==> src/rtl/sr_command_pkg.sv <==
// Shared types and default parameters for the SR flip-flop command stage.
package sr_command_pkg;

  typedef enum logic [1:0] {
    IDLE    = 2'd0,
    S_PULSE = 2'd1,
    R_PULSE = 2'd2
  } sr_cmd_state_t;

  localparam int SR_CMD_DEBOUNCE_CYCLES = 4;
  localparam int SR_CMD_SYNC_STAGES     = 2;

endpackage

==> src/rtl/sr_command_debouncer_debounce_channel.sv <==
// One request channel: synchroniser, debounce counter, debounced level and rise strobe.
module debounce_channel
  import sr_command_pkg::*;
#(
  parameter int DEBOUNCE_CYCLES = SR_CMD_DEBOUNCE_CYCLES,
  parameter int SYNC_STAGES     = SR_CMD_SYNC_STAGES
) (
  input  logic clk,
  input  logic rst_n,
  input  logic req,
  output logic level,
  output logic rise
);

  localparam int CW = $clog2(DEBOUNCE_CYCLES);
  localparam logic [CW-1:0] CNT_MAX = CW'(DEBOUNCE_CYCLES - 1);

  logic [SYNC_STAGES-1:0] sync_r;
  logic [CW-1:0]          cnt_r;
  logic                   level_r;
  logic                   sample_s;
  logic                   toggle_s;

  assign sample_s = sync_r[SYNC_STAGES-1];
  assign level    = level_r;

  // Toggle fires on the last of DEBOUNCE_CYCLES consecutive differing samples.
  always_comb begin
    toggle_s = 1'b0;
    rise     = 1'b0;
    if ((sample_s != level_r) && (cnt_r == CNT_MAX)) begin
      toggle_s = 1'b1;
      rise     = ~level_r;
    end else begin
      toggle_s = 1'b0;
      rise     = 1'b0;
    end
  end

  // Synchroniser shift, saturating debounce counter and level register.
  always_ff @(posedge clk) begin
    if (!rst_n) begin
      sync_r  <= {SYNC_STAGES{1'b0}};
      cnt_r   <= {CW{1'b0}};
      level_r <= 1'b0;
    end else begin
      sync_r <= {sync_r[SYNC_STAGES-2:0], req};
      if (sample_s == level_r) begin
        cnt_r <= {CW{1'b0}};
      end else if (toggle_s) begin
        cnt_r   <= {CW{1'b0}};
        level_r <= ~level_r;
      end else begin
        cnt_r <= cnt_r + 1'b1;
      end
    end
  end

endmodule

==> src/rtl/sr_command_debouncer.sv <==
// Debounced set/reset command stage; converts debounced rising edges into exclusive one-cycle S/R pulses.
module sr_command_debouncer
  import sr_command_pkg::*;
#(
  parameter int DEBOUNCE_CYCLES = SR_CMD_DEBOUNCE_CYCLES,
  parameter int SYNC_STAGES     = SR_CMD_SYNC_STAGES
) (
  input  logic Clk_In,
  input  logic Reset_In,
  input  logic Set_Req_In,
  input  logic Reset_Req_In,
  output logic S_Out,
  output logic R_Out,
  output logic Set_Level_Out,
  output logic Reset_Level_Out,
  output logic Conflict_Out
);

  sr_cmd_state_t state_r;
  sr_cmd_state_t next_s;
  logic          set_rise_s;
  logic          reset_rise_s;
  logic          conflict_r;

  debounce_channel #(
    .DEBOUNCE_CYCLES(DEBOUNCE_CYCLES),
    .SYNC_STAGES    (SYNC_STAGES)
  ) u_set_chan (
    .clk  (Clk_In),
    .rst_n(Reset_In),
    .req  (Set_Req_In),
    .level(Set_Level_Out),
    .rise (set_rise_s)
  );

  debounce_channel #(
    .DEBOUNCE_CYCLES(DEBOUNCE_CYCLES),
    .SYNC_STAGES    (SYNC_STAGES)
  ) u_reset_chan (
    .clk  (Clk_In),
    .rst_n(Reset_In),
    .req  (Reset_Req_In),
    .level(Reset_Level_Out),
    .rise (reset_rise_s)
  );

  // Next state: reset request wins a tie, as that is the safe side for the flip-flop.
  always_comb begin
    next_s = IDLE;
    if (reset_rise_s) begin
      next_s = R_PULSE;
    end else if (set_rise_s) begin
      next_s = S_PULSE;
    end else begin
      next_s = IDLE;
    end
  end

  // State and conflict flag registers.
  always_ff @(posedge Clk_In) begin
    if (!Reset_In) begin
      state_r    <= IDLE;
      conflict_r <= 1'b0;
    end else begin
      state_r    <= next_s;
      conflict_r <= set_rise_s & reset_rise_s;
    end
  end

  assign S_Out        = (state_r == S_PULSE);
  assign R_Out        = (state_r == R_PULSE);
  assign Conflict_Out = conflict_r;

endmodule

==> config.mk <==
export PLATFORM = sky130hd
export DESIGN_NAME = sr_command_debouncer
export DESIGN_NICKNAME = d
export VERILOG_FILES = /design/src/rtl/sr_command_pkg.sv /design/src/rtl/sr_command_debouncer_debounce_channel.sv /design/src/rtl/sr_command_debouncer.sv
export SDC_FILE = /design/constraint.sdc
export NUM_CORES = 1
export LEC_CHECK = 0
export ABC_AREA = 1
export CAP_MARGIN = 20
export CORE_AREA = 5 5 48 50
export CTS_CLUSTER_SIZE = 20
export DETAILED_ROUTE_END_ITERATION = 10
export DIE_AREA = 0 0 53 55
export PLACE_DENSITY = 0.46
export SLEW_MARGIN = 10
export SYNTH_ARGS = -nofsm -noshare
export SYNTH_HDL_FRONTEND = slang
export SYNTH_HIERARCHICAL = 1
export SYNTH_SLANG_ARGS = --single-unit
==> constraint.sdc <==
create_clock -name Clk_In -period 2.4 [get_ports Clk_In]
set_input_delay 0.48 -clock Clk_In [delete_from_list [all_inputs] [get_ports Clk_In]]
set_output_delay 0.48 -clock Clk_In [all_outputs]
set_load 0.005 [all_outputs]
* Word level (Yosys, flattened, before mapping)
Index checks and enable logic that the tools add are counted.
Storage, ports and cells: register bits 13, input bits 4, output and inout port bits 5, word-level logic and storage cells 38
Cells by class: $add $sub $neg 2, equal/unequal tests 8, multiplexer cells 6, bitwise gates (word level) 6, reduce and logical (&&, ||, !) cells 7
Operators by type and width (count):
- equality test 2 bit (second input constant) | 3
- OR reduction 3 bit | 2
- two-way mux 1 bit | 5
- inverter 1 bit | 5
- adder 2 x 1 -> 2 bit (second input constant) | 2
- AND reduction 2 bit | 2
- equality test 1 bit | 2
- equality test 2 x 1 -> 1 bit (second input constant) | 1
- logical AND 1 bit | 2
- two-way mux 2 bit | 1
- != test 1 bit | 2
- OR reduction 2 bit | 1
- bitwise AND 1 bit | 1

* Logic depth before layout (Yosys ltp)
Gate-level depths: netlist (run 1).
depth in word-level cells 5, depth in mapped cells 4, gate-level depth less buffers 4

* Modules after synthesis
Netlist (run 1), hierarchy kept.
Modules (own cells, without submodules):
- debounce_channel | times used 2, cells each 24, area an instance 192.7 µm², sequential area each 100.1 µm²
- sr_command_debouncer | times used 1, cells each 13, area an instance 97.6 µm², sequential area each 60.1 µm²

* Least setup slack after synthesis (run 1)
No wires, ideal clock.
path kind reg2out, from register state_r[1], to output port R_Out, arrival 434 ps, data required time 1920 ps, setup slack 1486 ps, cell stages (with the launch flop) 3, path buffers 0, cells stage by stage dfxtp_1 -> inv_1 -> nor2_1
Between the ends: word-level cells in the longest chain between the ends 1
Ends and longest elaborated chain:
- start: declaration | RTL line sr_command_debouncer.sv:19 | sr_cmd_state_t state_r;
- start signal: assignment | RTL line sr_command_debouncer.sv:65 | state_r <= next_s;
- equality test 2 bit | RTL line sr_command_debouncer.sv:71 | assign R_Out = (state_r == R_PULSE);
- end: declaration | RTL line sr_command_debouncer.sv:13 | output logic R_Out,
No other way between the ends.

* Worst setup path in the final report (run 1)
from register state_r[0], to output port S_Out
Between the ends: word-level cells in the longest chain between the ends 1
Ends and longest elaborated chain:
- equality test 2 x 1 -> 1 bit | RTL line sr_command_debouncer.sv:70 | assign S_Out = (state_r == S_PULSE);
- end: declaration | RTL line sr_command_debouncer.sv:12 | output logic S_Out,
No other way between the ends.

==> results of run 1 <==
routing by layer:
| metal | wire length [um] | vias up | track usage [%] | share of wire (%) |
|---|---|---|---|---|
| met3 | 45 | 2 | 2.68 | 6.2 |
| met5 | 0 | - | 0 | 0 |
| li1 | - | 201 | - | - |
| met2 | 289 | 12 | 10.1 | 40 |
| met1 | 374 | 153 | 7.13 | 51 |
| met4 | 19 | 0 | 7.66 | 2.6 |
worst paths after layout:
| kind | startpoint | endpoint | slack, ns | depth (start not counted) |
|---|---|---|---|---|
| min | u_set_chan/cnt_r[0] | u_set_chan/cnt_r[0] | 0.42 | 1 |
| max reg2reg | u_set_chan/cnt_r[0] | Conflict_Out | 1.43 | 4 |
| min reg2reg | u_set_chan/cnt_r[0] | u_set_chan/cnt_r[0] | 0.42 | 1 |
| max | state_r[0] | S_Out | 0.71 | 3 |
area by class of cell:
class	instances	area [um2]
fillers	202	1240
flip-flops and latches	13	260
multi-input cells	32	163
repair buffers	8	80.1
inverters	16	60.1
well taps	27	33.8
clock buffers	4	26.3
stage by stage:
stage	util (%)	hold WS, ns	cells	cell area, um2	worst slack, ns
final	33.5	0.420	100	623	0.707
after global routing	33.5	0.451	100	623	0.599
after CTS	33.5	0.422	100	623	0.683
after detailed placement	32.1	0.406	96	597	0.827
after global placement	32.1	0.404	96	597	0.847
after floorplan	-	0.390	61	483	1.49
registers in the layout, indices dropped and copies added, names as in the netlist:
name                 count
u_reset_chan/cnt_r       2
u_set_chan/level         1
state_r                  2
u_reset_chan/level       1
Conflict_Out             1
u_reset_chan/sync_r      2
u_set_chan/sync_r        2
u_set_chan/cnt_r         2
cell usage in the layout, fill, tap and decap left out:
cell type,n
and3_1,2
clkbuf_1,1
clkbuf_4,3
clkdlybuf4s50_1,8
dfxtp_1,13
ha_1,2
inv_1,14
inv_2,2
nand2_1,14
nand3_1,2
nand3_2,2
nor2_1,8
nor2_2,2
logic make-up (layout without fill, tap and decap cells):
family / count (synthesis) / in the layout / share of synthesized area, %
and+or+nand+nor: 30 / 30 / 28.5
buffers and inverters: 16 / 28 / 12.4
DFF: 13 / 13 / 53.9
adders and majority gates: 2 / 2 / 5.18
report_power, final:
group	leakage, nW	internal [W]	switching (W)
clock network	0.0150	0.0000643	0.0000664
logic	0.189	0.00000776	0.00000781
registers	0.106	0.000220	0.00000224
total	0.309	0.000292	0.0000764
==> reports/metrics.yaml, run 1 <==
status: "finished, final reports clean"
peakVddDrop_mv: 0.283
post_synth_num_cell_types: 10
yosys_warnings: 6
drc: 0
critPathCaptureType: "primary output"
seq_area_frac_synth_pct: 53.9
syn_area_um2: 483
post_cts_buffers: 0
worstMarginPinSlew_ns: 0.354
vias: 368
min_period_over_period_pct: 70.5
grt.overflow.total: 0
clock-sinks: 13
arrival_ns: 1.21
start_util_pct: 25.9
leakagePower_nw: 0.309
worstSetupPathType: "flop to primary output"
clockRootBuffer: "clkbuf_4"
synth_common_cells: "14 x inv_1, 14 x nand2_1, 13 x dfxtp_1"
post_synth_inst_count: 61
wl_um: 728
crit_fanout: 2
finalNetCount: 80
powerDensity_mw_per_mm2: 591
io-pin-count: 9
clock_latency_ns: 0.27
rsz0062_at_grt: "false"
finalHoldViolCount: 0
dieHeight_um: 55
num_rows: 16
fp.dieW_um: 53
maxCapViolCount: 0
post-dp-hpwl_um: 543
grt_max_degree: 11
htree_levels: 1
drv_slew: 0
slowest_stage: "clkdlybuf4s50_1"
fin_skew_ns: 0.00299
async_reset_ff_share_pct: 0
hold_class: "flop to flop"
grt_pass1_wl_um: 1370
ys_ff_latch: 13
syn-num-nets: 67
cts.reportedPaths.clkPinSlew_ns: 0.08
period_needed_ns: 1.69
diodes: 0
critical_path_buf_inv_count: 2
synth_edf_count: 0
grt_pass1_vias: 375
holdBufCountCts: 0
wl_per_cell_um: 7.28
cts_tree: "built"
track_usage_pct: 6.89
yosys.area.top_type: "dfxtp_1"
cts_buffers: 3
fin_tns_setup_ns: 0
drt_iter0_drc: 3
yosys-top-cells-area: "dfxtp_1 54%, inv_1 11%, nand2_1 11%"
max_slew_margin_pct: 76.3
clockBufferDepth: 2
antenna_found_initial: 0
finalPower_w: 0.000368
drive_gt1_share_pct: 12.3
worst_setup_path_start_kind: "flop"
port_buffers: 8
drtAntennaViolNets: 0
flow.area_growth_from_synthesis_pct: 29.0
synthFlopType: "dfxtp_1"
place.gp.congestion: 0.642
worstPathRequired_ns: 1.92
vias_per_cell: 3.68
cpPeakStageDelay_ns: 0.50
drt_pass1_iterations: 4
synth.avg_cell_area_um2: 7.92
critical-path-top-delay-family: "buffers and inverters"
synth_top_area_share_pct: 53.9
die_area_mm2: 0.00292
fmax_ghz: 0.591
cts_resized: 0
core_mm2: 0.00186
setup_viol: 0
crit_path_cell_trace: "inv_1, nor2_1, clkdlybuf4s50_1"
Power figures use the tool's default switching activity.
==> run 2, diff against run 1 <==
clock period = 1.6 ns   (was 2.4 ns; I/O delays follow)
==> reports/metrics.yaml, run 2 (synthesis results as in run 1) <==
wl_per_cell_um: 7.00  # -3.8%
drc: 0  # unchanged
rsz0062_at_grt: "false"
worst_setup_path_start_kind: "flop"
cts_buffers: 3  # unchanged
max_slew_margin_pct: 80.5  # +4.2 points
drive_gt1_share_pct: 14.9  # +2.5 points
finalHoldViolCount: 0  # unchanged
post-dp-hpwl_um: 531  # -2.2%
setup_ws_ns: 0.0722  # -0.635 ns
critPathCaptureType: "primary output"
final_cell_mix: "14 x inv_1, 14 x nand2_1, 12 x dfxtp_1"
crit_path_cell_trace: "inv_1, nor2_1, clkdlybuf4s50_1"
maxCapViolCount: 0  # unchanged
setup_viol: 0  # unchanged
wl_um: 707  # -2.9%
io-pin-count: 9  # unchanged
grt_max_degree: 9  # -2
cts.reportedPaths.clkPinSlew_ns: 0.07  # about the same
status: "finished, final reports clean"
vias: 365  # -0.82%
crit_fanout: 2  # unchanged
antenna_found_initial: 0  # unchanged
p_int_w: 0.000439  # +51%
core_mm2: 0.00186  # unchanged
critical_path_buf_inv_count: 2  # unchanged
flow.area_growth_from_synthesis_pct: 31.3
drt_iter0_drc: 1  # -2
grt.overflow.total: 0  # unchanged
place_ws_ns: 0.231  # -0.597 ns
cts_tree: "built"
drtAntennaViolNets: 0  # unchanged
die_area_mm2: 0.00292  # unchanged
finalNetCount: 81  # +1.3%
switching_share_pct: 21.4  # +0.62 points
worstPathRequired_ns: 1.28  # -0.64 ns
min_period_over_period_pct: 95.5
holdBufCountCts: 0  # unchanged
powerDensity_mw_per_mm2: 881  # +49%
switchingPower_w: 0.000119  # +56%
grt_pass1_wl_um: 1350  # -2.0%
hold_class: "flop to flop"
drv_slew: 0  # unchanged
dieHeight_um: 55  # unchanged
vias_per_cell: 3.61  # -1.8%
diodes: 0  # unchanged
worstMarginPinSlew_ns: 0.291  # -0.0631 ns
leakagePower_nw: 0.334  # +7.8%
worstSetupPathType: "flop to primary output"
period_needed_ns: 1.53
track_usage_pct: 6.90  # +0.012 points
clockBufferDepth: 2  # unchanged
critical-path-top-delay-family: "buffers and inverters"
clock_power_share_pct: 36.1  # +0.6 points
port_buffers: 8  # unchanged
fmax_ghz: 0.655
htree_levels: 1  # unchanged
slowest_stage: "clkdlybuf4s50_1"
clock-sinks: 13  # unchanged
num_rows: 16  # unchanged
drt_pass1_iterations: 3  # -1
clock_latency_ns: 0.28  # about the same
fp.dieW_um: 53  # unchanged
fin_skew_ns: 0.00305  # +0.0000551 ns
p_comb_share_pct: 4.4  # +0.2 points
arrival_ns: 1.21  # about the same
start_util_pct: 25.9  # unchanged
fin_tns_setup_ns: 0  # unchanged
seqPwrFrac_pct: 59.5  # -0.8 points
peakVddDrop_mv: 0.362  # +28%
grt_pass1_vias: 344  # -8.3%
place.gp.congestion: 0.640  # -0.33%
clockRootBuffer: "clkbuf_4"
cpPeakStageDelay_ns: 0.50  # about the same
==> run 2: area by class of cell <==
cell class | instances | area, um2
fillers | 206 | 1230
well taps | 27 | 33.8
inverters | 16 | 60.1
flip-flops and latches | 13 | 262
repair buffers | 9 | 90.1
clock buffers | 4 | 26.3
multi-input cells | 32 | 163
==> run 2: worst paths after layout <==
check	slack (ns)	cells past startpoint	endpoint	from
max	0.07	3	R_Out	state_r[1]
min	0.41	2	u_set_chan/sync_r[1]	u_set_chan/sync_r[0]
max reg2reg	0.63	4	Conflict_Out	u_reset_chan/cnt_r[0]
min reg2reg	0.41	2	u_set_chan/sync_r[1]	u_set_chan/sync_r[0]
==> run 2: repair_timing <==
item | CTS | global route
resized for setup | 0 | 2
setup endpoints to repair | 0 | 2
buffers inserted | 0 | 0
==> run 2: layer usage <==
layer | part of all wire (%) | vias to the layer above | track usage [%] | wire, um
li1 | - | 201 | - | -
met1 | 48 | 148 | 7.98 | 342
met2 | 38 | 11 | 9.30 | 267
met3 | 6.1 | 5 | 1.61 | 43
met4 | 7.6 | 0 | 8.94 | 54
met5 | 0 | - | 0 | 0
==> run 2: per-stage QoR <==
step                      util [%]  area [um2]  power (W)  hold WS [ns]  cells
after global routing          34.1         634   0.000598         0.442    101
after detailed placement      32.5         604   0.000366         0.401     97
after CTS                     33.9         631   0.000577         0.422    101
after floorplan                  -         483   0.000351         0.390     61
after global placement        32.5         604   0.000365         0.401     97
final                         34.1         634   0.000559         0.415    101
==> run 2: worst reg2reg max path: stages, from the launching register on <==
cell     delay, ns
dfxtp_1       0.34
ha_1          0.21
and3_1        0.21
inv_1         0.05
nor2_1        0.10
==> run 2: power groups by stage <==
stage | Clock [W] | Sequential, W | Combinational [W]
after floorplan | 0 | 0.000340 | 0.0000116
after global placement | 0 | 0.000340 | 0.0000249
after detailed placement | 0 | 0.000340 | 0.0000252
after CTS | 0.000219 | 0.000333 | 0.0000252
after global routing | 0.000236 | 0.000334 | 0.0000288
final | 0.000201 | 0.000333 | 0.0000246
==> run 3, diff against run 2 <==
CORE_AREA = 2 2 45 47   (was 5 5 48 50)
DIE_AREA = 0 0 47 49   (was 0 0 53 55)
==> reports/metrics.yaml, run 3 (synthesis results as in run 1) <==
status: "finished, final reports clean"
final_cell_mix: "14 x inv_1, 14 x nand2_1, 11 x dfxtp_1"
clockRootBuffer: "clkbuf_4"
grt.overflow.total: 0  # unchanged
dieHeight_um: 49  # -11%
worstMarginPinSlew_ns: 0.341  # +0.0496 ns
powerDensity_mw_per_mm2: 880  # about the same
place.gp.congestion: 0.741  # +16%
crit_fanout: 2  # unchanged
drv_slew: 0  # unchanged
place_ws_ns: 0.170  # -0.0605 ns
vias_per_cell: 3.59  # -0.66%
max_slew_margin_pct: 77.2  # -3.3 points
final-seq-area_um2: 263  # +0.48%
dp_cells: 96  # -1.0%
drt_iter0_drc: 11  # +10
track_usage_pct: 6.76  # -0.14 points
min_period_over_period_pct: 95.4  # -0.12 points
antenna_found_initial: 0  # unchanged
die_area_mm2: 0.00230  # -21%
diodes: 0  # unchanged
drt_pass1_iterations: 4  # +1
hold_depth: 2  # unchanged
fp.dieW_um: 47  # -11%
drtAntennaViolNets: 0  # unchanged
grt_pass1_vias: 267  # -22%
multi_input_area_um2: 163  # unchanged
clock_latency_ns: 0.27  # about the same
peakVddDrop_mv: 0.404  # +12%
wl_met2_um: 257  # -3.7%
maxCapViolCount: 0  # unchanged
port_buffers: 8  # unchanged
layoutNonFillerInstCount: 100  # -0.99%
clockBufferDepth: 2  # unchanged
leakagePower_nw: 0.313  # -6.1%
num_rows: 16  # unchanged
clock-sinks: 13  # unchanged
holdBufCountCts: 0  # unchanged
nFillCells: 209  # +1.5%
core_mm2: 0.00184  # -1.1%
start_util_pct: 26.2  # +0.28 points
cts_tree: "built"
flow.area_growth_from_synthesis_pct: 29.8
fmax_ghz: 0.655  # +0.12%
htree_levels: 1  # unchanged
setup_ws_ns: 0.0741  # +0.00190 ns
vias: 359  # -1.6%
finalPower_w: 0.000552  # -1.2%
routed.top_layer: "met4"
wl_per_cell_um: 6.50  # -7.1%
ff2ff_path_depth: 4  # unchanged
setup_viol: 0  # unchanged
arrival_ns: 1.21  # about the same
worstPathRequired_ns: 1.28  # about the same
finalNetCount: 80  # -1.2%
post-dp-hpwl_um: 506  # -4.7%
cts_buffers: 3  # unchanged
drive_gt1_share_pct: 16.4  # +1.6 points
grt_max_degree: 11  # +2
io-pin-count: 9  # unchanged
fin_skew_ns: 0.00477  # +0.00172 ns
worst_setup_path_start_kind: "flop"
period_needed_ns: 1.53  # -0.00190 ns
critPathCaptureType: "primary output"
grt_pass1_wl_um: 1020  # -24%
drc: 0  # unchanged
wl_um: 650  # -8.1%
hold_class: "flop to flop"
wl_met1_um: 346  # +1.2%
worstSetupPathType: "flop to primary output"
cts.reportedPaths.clkPinSlew_ns: 0.08  # about the same
route.met3.wl_um: 33  # -23%
finalHoldViolCount: 0  # unchanged
==> run 3: cell type report <==
cell class	instances	area share [%]
flip-flops and latches	13	41.9
repair buffers	8	12.8
inverters	16	9.58
clock buffers	3	3.59
multi-input cells	32	25.9
clock inverters	1	0.798
well taps	27	5.39
==> run 3: worst max-delay path, cell delays in order, from the launching register on <==
cell and delay (ns):
dfxtp_2 0.33, inv_1 0.03, nor2_1 0.07, clkdlybuf4s50_1 0.50
==> run 3: power by group <==
group	internal (W)	leakage (nW)	total, W	switching, W
combinational	0.0000116	0.189	0.0000233	0.0000116
clock	0.0000925	0.0177	0.000196	0.000103
sequential	0.000329	0.107	0.000333	0.00000314
==> run 3: per-stage QoR <==
| stage | utilization, % | setup TNS [ns] | hold WS (ns) | area (um2) |
|---|---|---|---|---|
| after global placement | 32.4 | 0 | 0.405 | 597 |
| after detailed placement | 32.4 | 0 | 0.407 | 597 |
| final | 34.0 | 0 | 0.420 | 627 |
| after global routing | 34.0 | -0.000136 | 0.435 | 627 |
| after floorplan | - | 0 | 0.390 | 483 |
| after CTS | 33.9 | 0 | 0.423 | 624 |
==> run 3: final timing paths <==
| kind | end | slack, ns | start |
|---|---|---|---|
| setup reg to reg | state_r[0] | 0.63 | u_set_chan/cnt_r[0] |
| setup / recovery | S_Out | 0.07 | state_r[0] |
| hold / removal | u_reset_chan/sync_r[1] | 0.42 | u_reset_chan/sync_r[0] |
| hold reg to reg | u_reset_chan/sync_r[1] | 0.42 | u_reset_chan/sync_r[0] |
==> run 3: what timing repair did <==
item | in CTS | in global routing
setup buffers | 0 | 0
hold endpoints to repair | 0 | 0
endpoints found under the setup margin | 0 | 2
resized for setup | 0 | 2
==> run 3: metal layers <==
layer	global-route usage, %	vias to the layer above
met5	0	-
met4	8.33	0
met3	2.22	2
met2	7.08	8
met1	9.03	151
li1	-	198
